$ cat src/rtl/controller_pipe_gen.sv
// Purpose: MIPS-style main/ALU decoder with E, M1..Mn and W control pipeline plus retired-instruction counter.
// Latency: decode/pcsrcD combinational; D->E 1, E->M1 1, M1->Mn MEM_STAGES-1, Mn->W 1 cycle.
// Backpressure: stallE holds E and injects a bubble into M1; M and W stages always advance.
module controller_pipe_gen #(
    parameter int MEM_STAGES = 1,
    parameter int ALUCTL_W   = 3,
    parameter int CNT_W      = 16
) (
    input  logic                clk,
    input  logic                reset,
    input  logic [5:0]          op,
    input  logic [5:0]          funct,
    input  logic                equalD,
    input  logic                stallE,
    input  logic                flushE,
    output logic [1:0]          pcsrcD,
    output logic                branchD,
    output logic                jumpD,
    output logic                illegalD,
    output logic                alusrcE,
    output logic                regdstE,
    output logic                regwriteE,
    output logic                memtoregE,
    output logic [ALUCTL_W-1:0] alucontrolE,
    output logic                memwriteM,
    output logic                memreadM,
    output logic                regwriteM,
    output logic                memtoregM,
    output logic                regwriteW,
    output logic                memtoregW,
    output logic [CNT_W-1:0]    retired
);

    typedef struct packed {
        logic       vld;
        logic       regwrite;
        logic       regdst;
        logic       alusrc;
        logic       memtoreg;
        logic       memread;
        logic       memwrite;
        logic [2:0] alu;
    } ctl_e_t;

    typedef struct packed {
        logic vld;
        logic regwrite;
        logic memtoreg;
        logic memread;
        logic memwrite;
    } ctl_m_t;

    typedef struct packed {
        logic vld;
        logic regwrite;
        logic memtoreg;
    } ctl_w_t;

    localparam logic [5:0] OP_RTYPE = 6'b000000;
    localparam logic [5:0] OP_LW    = 6'b100011;
    localparam logic [5:0] OP_SW    = 6'b101011;
    localparam logic [5:0] OP_BEQ   = 6'b000100;
    localparam logic [5:0] OP_BNE   = 6'b000101;
    localparam logic [5:0] OP_ADDI  = 6'b001000;
    localparam logic [5:0] OP_J     = 6'b000010;

    ctl_e_t     dec_ctl;
    logic [1:0] aluop;
    logic       legal;
    logic       dec_branch;
    logic       dec_jump;
    logic       is_beq;
    logic       is_bne;

    // ---------------- decode ----------------
    always_comb begin
        dec_ctl    = '0;
        aluop      = 2'b00;
        legal      = 1'b1;
        dec_branch = 1'b0;
        dec_jump   = 1'b0;
        is_beq     = 1'b0;
        is_bne     = 1'b0;
        case (op)
            OP_RTYPE: begin
                dec_ctl.regwrite = 1'b1;
                dec_ctl.regdst   = 1'b1;
                aluop            = 2'b10;
            end
            OP_LW: begin
                dec_ctl.regwrite = 1'b1;
                dec_ctl.alusrc   = 1'b1;
                dec_ctl.memtoreg = 1'b1;
                dec_ctl.memread  = 1'b1;
            end
            OP_SW: begin
                dec_ctl.alusrc   = 1'b1;
                dec_ctl.memwrite = 1'b1;
            end
            OP_BEQ: begin
                dec_branch = 1'b1;
                is_beq     = 1'b1;
                aluop      = 2'b01;
            end
            OP_BNE: begin
                dec_branch = 1'b1;
                is_bne     = 1'b1;
                aluop      = 2'b01;
            end
            OP_ADDI: begin
                dec_ctl.regwrite = 1'b1;
                dec_ctl.alusrc   = 1'b1;
            end
            OP_J:    dec_jump = 1'b1;
            default: legal = 1'b0;
        endcase

        case (aluop)
            2'b00: dec_ctl.alu = 3'b010;
            2'b01: dec_ctl.alu = 3'b110;
            default: begin
                case (funct)
                    6'b100000: dec_ctl.alu = 3'b010;
                    6'b100010: dec_ctl.alu = 3'b110;
                    6'b100100: dec_ctl.alu = 3'b000;
                    6'b100101: dec_ctl.alu = 3'b001;
                    6'b101010: dec_ctl.alu = 3'b111;
                    default: begin
                        dec_ctl.alu = 3'b000;
                        legal       = 1'b0;
                    end
                endcase
            end
        endcase

        // An illegal encoding must look exactly like a bubble downstream.
        if (!legal) begin
            dec_ctl    = '0;
            dec_branch = 1'b0;
            dec_jump   = 1'b0;
            is_beq     = 1'b0;
            is_bne     = 1'b0;
        end
        dec_ctl.vld = legal;
    end

    always_comb begin
        branchD  = dec_branch;
        jumpD    = dec_jump;
        illegalD = ~legal;
        if (dec_jump)
            pcsrcD = 2'b10;
        else if ((is_beq && equalD) || (is_bne && !equalD))
            pcsrcD = 2'b01;
        else
            pcsrcD = 2'b00;
    end

    // ---------------- pipeline registers ----------------
    ctl_e_t     e_q, e_d;
    ctl_m_t     m_q [MEM_STAGES];
    ctl_m_t     m_d [MEM_STAGES];
    ctl_w_t     w_q, w_d;
    logic [CNT_W-1:0] retired_q, retired_d;

    always_comb begin
        if (stallE)
            e_d = e_q;
        else if (flushE)
            e_d = '0;
        else
            e_d = dec_ctl;

        // A held E must not be duplicated into M1.
        if (stallE)
            m_d[0] = '0;
        else
            m_d[0] = '{vld:      e_q.vld,
                       regwrite: e_q.regwrite,
                       memtoreg: e_q.memtoreg,
                       memread:  e_q.memread,
                       memwrite: e_q.memwrite};
        for (int i = 1; i < MEM_STAGES; i++)
            m_d[i] = m_q[i-1];

        w_d = '{vld:      m_q[MEM_STAGES-1].vld,
                regwrite: m_q[MEM_STAGES-1].regwrite,
                memtoreg: m_q[MEM_STAGES-1].memtoreg};

        retired_d = retired_q + CNT_W'(w_q.vld);
    end

    always_ff @(posedge clk or negedge reset) begin
        if (!reset) begin
            e_q       <= '0;
            w_q       <= '0;
            retired_q <= '0;
            for (int i = 0; i < MEM_STAGES; i++)
                m_q[i] <= '0;
        end else begin
            e_q       <= e_d;
            w_q       <= w_d;
            retired_q <= retired_d;
            for (int i = 0; i < MEM_STAGES; i++)
                m_q[i] <= m_d[i];
        end
    end

    // ---------------- outputs ----------------
    always_comb begin
        alusrcE     = e_q.alusrc;
        regdstE     = e_q.regdst;
        regwriteE   = e_q.regwrite;
        memtoregE   = e_q.memtoreg;
        alucontrolE = ALUCTL_W'(e_q.alu);
        memwriteM   = m_q[0].memwrite;
        memreadM    = m_q[0].memread;
        regwriteM   = m_q[MEM_STAGES-1].regwrite;
        memtoregM   = m_q[MEM_STAGES-1].memtoreg;
        regwriteW   = w_q.regwrite;
        memtoregW   = w_q.memtoreg;
        retired     = retired_q;
    end

endmodule
$ cat config.mk
export PLATFORM = sky130hd
export DESIGN_NAME = controller_pipe_gen
export DESIGN_NICKNAME = d
export VERILOG_FILES = /design/src/rtl/controller_pipe_gen.sv
export SDC_FILE = /design/constraint.sdc
export NUM_CORES = 1
export LEC_CHECK = 0
export CAP_MARGIN = 0
export CELL_PAD_IN_SITES_DETAIL_PLACEMENT = 1
export CELL_PAD_IN_SITES_GLOBAL_PLACEMENT = 1
export CORE_UTILIZATION = 34
export DETAILED_ROUTE_END_ITERATION = 8
export MAX_ROUTING_LAYER = met4
export PLACE_DENSITY = 0.82
export SETUP_SLACK_MARGIN = 0.4
export SYNTH_ARGS = -nofsm -noshare
export SYNTH_HDL_FRONTEND = slang
export SYNTH_SLANG_ARGS = --single-unit
$ cat constraint.sdc
create_clock -name clk -period 2.3 [get_ports clk]
set_input_delay 0.575 -clock clk [delete_from_list [all_inputs] [get_ports clk]]
set_output_delay 0.575 -clock clk [all_outputs]
set_load 0.1 [all_outputs]
==> flow_summary_export.csv, run 1 <==
group,metric,value,unit
route,drt-initial-drc-count,71,
route,vias_after_detailed_routing,1395,
route,drt-vias-per-instance,5.22,
placed_design,globalplace.congestion,0.794,
setup_path,worst-endpoint-arrival,1.73,ns
layout,nets,235,
global_routing,grt_pass1_vias,1524,
clock_network,ctsHtreeMaxLevel,2,
sta,maxClockFrequency,434,MHz
placed_design,placed_cells,245,
floorplanning,floorplan.die_area,4710,um2
synth,synthFlopType,"sky130_fd_sc_hd__dfrtp_1",
route,remaining_drc_errors,0,
global_routing,global_route.peak_usage_layer,"met2",
layout,num_antenna_cells,0,
route,drtAntennaViolNets,0,
synth,synth_mux_area_share,0.663,%
synth,ys_seq_elements,32,
sta,tightestPinTransition,0.480,ns
synth,synthDominantAreaCellType,"sky130_fd_sc_hd__dfrtp_1",
clock_network,cts_tree,"yes",
placed_design,buffer_ports.inserted,50,
clock_network,cts.sink_count,32,
global_routing,grt_util_met2,43.1,%
global_routing,global_route_track_usage_on_met3,4.93,%
synth,netlist_area_before_placement,1510,um2
power_and_ir_drop,vdd_drop_max,271,uV
floorplanning,pin_count,51,
route,wirelength,4.97,mm
synth,ys_seq_area_share,53.1,%
layout,final_layout_size_suffix_gt1_share,54.8,%
global_routing,grt_start_max_net_pins,33,
synth,synth_adder_area_share,1.66,%
job,drv.max_cap_violation_count,0,
floorplanning,initial_core_util,36.4,%
worst_hold_path,hold_path.class,"reg -> reg",
power_and_ir_drop,power.leakage,1.22,nW
route,drt-wirelength-per-cell,18.6,um
synth,synth_cell_types,35,
setup_path,crit_required,1.73,ns
global_routing,global_route.overflow_total,0,
clock_network,clk_root_buffer_cell,"sky130_fd_sc_hd__clkbuf_8",
synth,post_synthesis_mean_instance_area,11.6,um2
power_and_ir_drop,cellPowerDensity,579,nW/um2
clock_network,clk_latency,0.28,ns
synth,synth_top_family_by_area,"simple AND/OR/NAND/NOR gates",
sta,setup_slack,-0.00221,ns
clock_network,max-clock-path-buffers,2,
global_routing,grt.met1_usage,22.0,%
run_status,violations,"negative setup slack",
global_routing,first_pass_grt_wire_length,7.31,mm
setup_path,cp-start-kind,"primary input",
floorplanning,die_w,68.6,um
synth,synth.net_count,149,
synth,synth-xor-area-share,8.71,%
setup_path,critPathKind,"in -> out",
sta,timing.final.crit_period,2.30,ns
clock_network,clk_pin_slew_worst_setup_hold_paths,0.06,ns
synth,asyncSetResetFlopFracSynth,100,%
worst_hold_path,worstHoldPathCells,0,
synth,post_synth_inst_count,130,
setup_path,reg2regPathDepth,5,
sta,finalCritPeriodShare,100,%
placed_design,place_hpwl,3.13,mm
route,drt_pass1_iterations,4,
layout,syn2layout_area_growth,67.9,%
sta,final.setup_skew,0.00440,ns
synth,yosysMostFrequentCell,"sky130_fd_sc_hd__dfrtp_1",
sta,grt_setup_unrepaired,"yes",
sta,finalSetupTns,-0.00221,ns
sta,finalHoldViolations,0,
synth,netlist_top_cells_area,"sky130_fd_sc_hd__dfrtp_1 53%, sky130_fd_sc_hd__xnor2_1 7.0%, sky130_fd_sc_hd__nand3_1 3.6%",
placed_design,post-place-ws,-0.418,ns
floorplanning,core,4140,um2
floorplanning,floorplan.die.height,68.6,um
floorplanning,std_cell_rows,23,
clock_network,number_of_buffers_created_by_cts,5,
synth,yosysWarnings,0,
setup_path,cp-end-kind,"output pin",
synth,synth_top_cell_area_share,53.1,%
sta,report.final.slew_viol_count,0,
synth,synth-edff-count,0,
synth,netlist_top_cells_count,"32 x sky130_fd_sc_hd__dfrtp_1, 12 x sky130_fd_sc_hd__xnor2_1, 11 x sky130_fd_sc_hd__nand3_1",
sta,setup_viol_count_final,1,
sta,timing.slew.headroom,67.8,%
global_routing,gr-usage-all-layers,22.4,%
synth,synth-simple-area-share,17.5,%
synth,synth_compound_gate_area_share,12.9,%
layout,finish.cell_count_without_fillers,267,
global_routing,initial_antenna_violation_count,0,
setup_path,crit_path_max_fanout,4,
run_status,run_status,"finished, violations left",
routing by layer:
metal  vias up  routed length, um
met5         -                  0
met4         0                115
met3        12                236
met2        57               2830
met1       687               1790
li1        639                  -
area by class of cell:
type / instances / area [um2]
tap: 50 / 62.6
clock inverter: 1 / 7.51
clock buffer: 7 / 86.3
multi-input combinational: 85 / 743
timing repair buffer: 89 / 810
fill: 448 / 1610
sequential: 32 / 813
inverter: 3 / 11.3
per-stage QoR:
| step | hold slack, ns | power, mW | utilization, % | instance area [um2] |
|---|---|---|---|---|
| after floorplan | 0.279 | 0.860 | - | 1570 |
| after global placement | 0.337 | 0.985 | 53.3 | 2210 |
| after detailed placement | 0.338 | 0.996 | 53.3 | 2210 |
| after CTS | 0.363 | 1.46 | 58.7 | 2430 |
| after global routing | 0.384 | 1.53 | 61.1 | 2530 |
| final | 0.361 | 1.47 | 61.1 | 2530 |
final timing paths:
check	start	end	slack, ns
max	op[1]	illegalD	-0.002
max reg2reg	retired[0]	retired[15]	0.81
max in group asynchronous	reset	memreadM	1.29
min in group asynchronous	reset	retired[2]	0.69
min	m_q[4]	w_q[2]	0.36
min reg2reg	m_q[4]	w_q[2]	0.36
cell families after synthesis:
family	Yosys count
buf+inv	13
mux	1
fa+ha+maj	2
compound gates	21
xor+xnor	15
flops	32
simple gates	46
report_power, final:
part	switching [mW]	total (mW)	leakage, nW	internal, mW
Clock	0.201	0.444	0.0445	0.243
Combinational	0.280	0.407	0.752	0.127
Sequential	0.0249	0.616	0.427	0.592
layout by cell type, fill, tap and decap left out, types with 3 or more instances in the layout:
cell,instances
sky130_fd_sc_hd__or3_4,4
sky130_fd_sc_hd__buf_6,13
sky130_fd_sc_hd__buf_12,5
sky130_fd_sc_hd__xor2_1,3
sky130_fd_sc_hd__a32o_1,3
sky130_fd_sc_hd__nand4_1,3
sky130_fd_sc_hd__dfrtp_2,10
sky130_fd_sc_hd__inv_1,3
sky130_fd_sc_hd__a22o_1,4
sky130_fd_sc_hd__xnor2_1,12
sky130_fd_sc_hd__nand2_1,3
sky130_fd_sc_hd__dfrtp_1,22
sky130_fd_sc_hd__clkbuf_8,6
sky130_fd_sc_hd__nor2b_1,5
sky130_fd_sc_hd__buf_4,62
sky130_fd_sc_hd__nor2_1,7
sky130_fd_sc_hd__dlymetal6s2s_1,3
sky130_fd_sc_hd__nand3_1,11
timing repair:
action	CTS	global route
hold buffers	0	0
pin swaps	14	10
hold endpoints to repair	0	0
setup endpoints to repair	12	7
buffers inserted	10	4
resized for setup	69	16
registers in the layout (all words and copies together), names as in the netlist:
register / cells
alucontrolE: 3
alusrcE: 1
e_q: 2
m_q: 1
memreadM: 1
memtoregE: 1
memtoregW: 1
memwriteM: 1
regdstE: 1
regwriteE: 1
regwriteM: 1
regwriteW: 1
retired: 16
w_q: 1
worst max-delay path, cell delays in order:
cell and delay, ns:
sky130_fd_sc_hd__buf_6 0.10, sky130_fd_sc_hd__buf_6 0.12, sky130_fd_sc_hd__buf_4 0.13, sky130_fd_sc_hd__and4b_1 0.18
sky130_fd_sc_hd__a211oi_2 0.29, sky130_fd_sc_hd__a211o_4 0.18, sky130_fd_sc_hd__buf_12 0.17
Power figures use the tool's default switching activity.
==> inputs of run 2 (changes only) <==
Settings changed: GPL_TIMING_DRIVEN from default to 0.
==> run 2 against run 1 <==
  * The run still ends with negative setup slack left
  * Wire length shrank 16%
  * Count of clock-buffer cells in the layout increased by 1
  * Flip-flop and latch count did not move
  * Worst setup slack got worse by 0.0039 ns
  * Combinational power is 9.6% lower
  * Sequential power barely moved
  * Sequential share of layout area is 1.6 points higher
==> flow_summary_export.csv, run 2 (synthesis results as in run 1) <==
group,metric,value,unit
run_status,run_status,"finished, violations left",
run_status,violations,"negative setup slack",
power_and_ir_drop,switching_share,34.8,%
route,drt-wirelength-per-cell,17.0,um
floorplanning,pin_count,51,
route,drt-initial-drc-count,55,
power_and_ir_drop,power_frac_comb,25.6,%
route,drtAntennaViolNets,0,
global_routing,grt_start_max_net_pins,33,
setup_path,crit_required,1.73,ns
setup_path,slowest_delay,0.34,ns
setup_path,regToRegSetupSlack,0.83,ns
setup_path,critPathTopFamily,"buffers and inverters",
route,remaining_drc_errors,0,
layout,final_layout_size_suffix_gt1_share,48.7,%
floorplanning,die_w,68.6,um
clock_network,cts_hold_buffers,0,
setup_path,worst-endpoint-arrival,1.73,ns
sta,finalHoldViolations,0,
route,drt_pass1_iterations,4,
setup_path,critPathKind,"in -> out",
clock_network,max-clock-path-buffers,2,
clock_network,ctsHtreeMaxLevel,2,
route,wl_met1,1.59,mm
placed_design,place_hpwl,2.82,mm
sta,timing.slew.headroom,52.9,%
setup_path,critPathBufInv,3,
layout,syn2layout_area_growth,60.0,%
route,vias_after_detailed_routing,1272,
layout,finish.cell_count_without_fillers,247,
setup_path,cp-start-kind,"primary input",
route,highest-signal-layer,"met4",
worst_hold_path,hold_path.class,"in -> async",
route,wl_met3,213,um
global_routing,gr-usage-all-layers,20.5,%
global_routing,global_route.overflow_total,0,
sta,final.setup_skew,0.00492,ns
route,dr_wl_met2,2.32,mm
clock_network,clk_root_buffer_cell,"sky130_fd_sc_hd__clkbuf_8",
power_and_ir_drop,power.leakage,1.05,nW
power_and_ir_drop,pwr-share-clk,31.4,%
clock_network,cts.sink_count,32,
job,drv.max_cap_violation_count,0,
power_and_ir_drop,vdd_drop_max,303,uV
placed_design,placed_cells,228,
layout,num_antenna_cells,0,
global_routing,initial_antenna_violation_count,0,
power_and_ir_drop,cellInternalPower,0.937,mW
setup_path,worstPathCellList,"clkbuf_4 > or3_4 > buf_6 > a211oi_4 > a211o_4 > buf_12",
clock_network,cts_tree,"yes",
setup_path,cp-end-kind,"output pin",
sta,finalCritPeriodShare,100,%
sta,report.final.slew_viol_count,0,
layout,nets,215,
power_and_ir_drop,seqPwrFrac,43.0,%
power_and_ir_drop,cellPowerDensity,596,nW/um2
sta,grt_setup_unrepaired,"yes",
placed_design,buffer_ports.inserted,48,
floorplanning,floorplan.die_area,4710,um2
sta,tightestPinTransition,0.707,ns
floorplanning,initial_core_util,36.4,%
global_routing,grt_pass1_vias,1367,
layout,mostFrequentLayoutCell,"sky130_fd_sc_hd__clkdlybuf4s15_2",
layout,fin_util,58.3,%
layout,largest_register_ffs,16,
clock_network,number_of_buffers_created_by_cts,5,
route,wirelength,4.20,mm
floorplanning,core,4140,um2
sta,setup_slack,-0.00608,ns
floorplanning,std_cell_rows,23,
sta,setup_viol_count_final,1,
power_and_ir_drop,total_switching_power,0.501,mW
route,drt-vias-per-instance,5.15,
clock_network,clk_latency,0.29,ns
layout,layout_common_cells,"24 x sky130_fd_sc_hd__clkdlybuf4s15_2, 22 x sky130_fd_sc_hd__dfrtp_1, 15 x sky130_fd_sc_hd__buf_4",
setup_path,critPathSlowestCell,"sky130_fd_sc_hd__or3_4",
setup_path,crit_path_max_fanout,7,
floorplanning,floorplan.die.height,68.6,um
placed_design,globalplace.congestion,0.762,
sta,timing.final.crit_period,2.31,ns
global_routing,first_pass_grt_wire_length,6.55,mm
clock_network,clk_pin_slew_worst_setup_hold_paths,0.07,ns
sta,maxClockFrequency,434,MHz
## run 2: cell types whose count changed in the layout (fill, tap and decap cells not counted), moves of 2 or more
cell                              change
sky130_fd_sc_hd__clkdlybuf4s18_2      +2
sky130_fd_sc_hd__dlymetal6s2s_1       -3
sky130_fd_sc_hd__buf_4               -47
sky130_fd_sc_hd__dlygate4sd2_1        +3
sky130_fd_sc_hd__clkdlybuf4s15_2     +24
sky130_fd_sc_hd__buf_8                -2
sky130_fd_sc_hd__buf_2                +6
sky130_fd_sc_hd__clkbuf_1             +3
sky130_fd_sc_hd__buf_6                -9
## run 2: what timing repair did
item / CTS / global route
hold endpoints to repair: 0 / 0
buffers inserted: 11 / 0
pin swaps: 12 / 2
endpoints found under the setup margin: 73 / 10
resized for setup: 187 / 14
## run 2: metrics by stage
step | area, um2 | setup TNS (ns) | hold WS, ns | setup WS, ns | total power [mW]
3_5_place_dp | 2110 | -8.78 | 0.351 | -1.54 | 0.976
6_report | 2410 | -0.00608 | 0.332 | -0.00608 | 1.44
2_1_floorplan | 1570 | -1.50 | 0.279 | -0.895 | 0.860
3_3_place_gp | 2110 | -7.56 | 0.343 | -1.51 | 0.966
5_1_grt | 2410 | -0.0709 | 0.366 | -0.0356 | 1.49
4_1_cts | 2410 | -0.000460 | 0.365 | -0.000460 | 1.45
## run 2: per-layer routing
metal / vias up / GRT usage [%]
met5: - / -
met4: 0 / 7.29
met3: 7 / 5.26
met2: 45 / 39.1
met1: 626 / 19.7
li1: 594 / -
## run 2: cell type report
cell class                      count  area [um2]
Buffer                             10         105
Clock buffer                        8        90.1
Fill cell                         430        1730
Inverter                            3        11.3
Multi-Input combinational cell     85         738
Sequential cell                    32         813
Tap cell                           50        62.6
Timing Repair Buffer               59         594
## run 2: power groups by stage
stage | combinational, mW | sequential (mW) | clock (mW)
after floorplan | 0.0717 | 0.788 | 0
after global placement | 0.338 | 0.628 | 0
after detailed placement | 0.347 | 0.629 | 0
after CTS | 0.364 | 0.619 | 0.466
after global routing | 0.384 | 0.622 | 0.488
final | 0.368 | 0.619 | 0.452
## run 2: final timing paths
path / cells after the start / to / start
max: 6 / illegalD / op[1]
min: 1 / retired[14] / reset
max reg2reg: 5 / retired[8] / retired[0]
min reg2reg: 0 / w_q[2] / m_q[4]
max in group asynchronous: 1 / retired[0] / reset
min in group clk: 0 / w_q[2] / m_q[4]
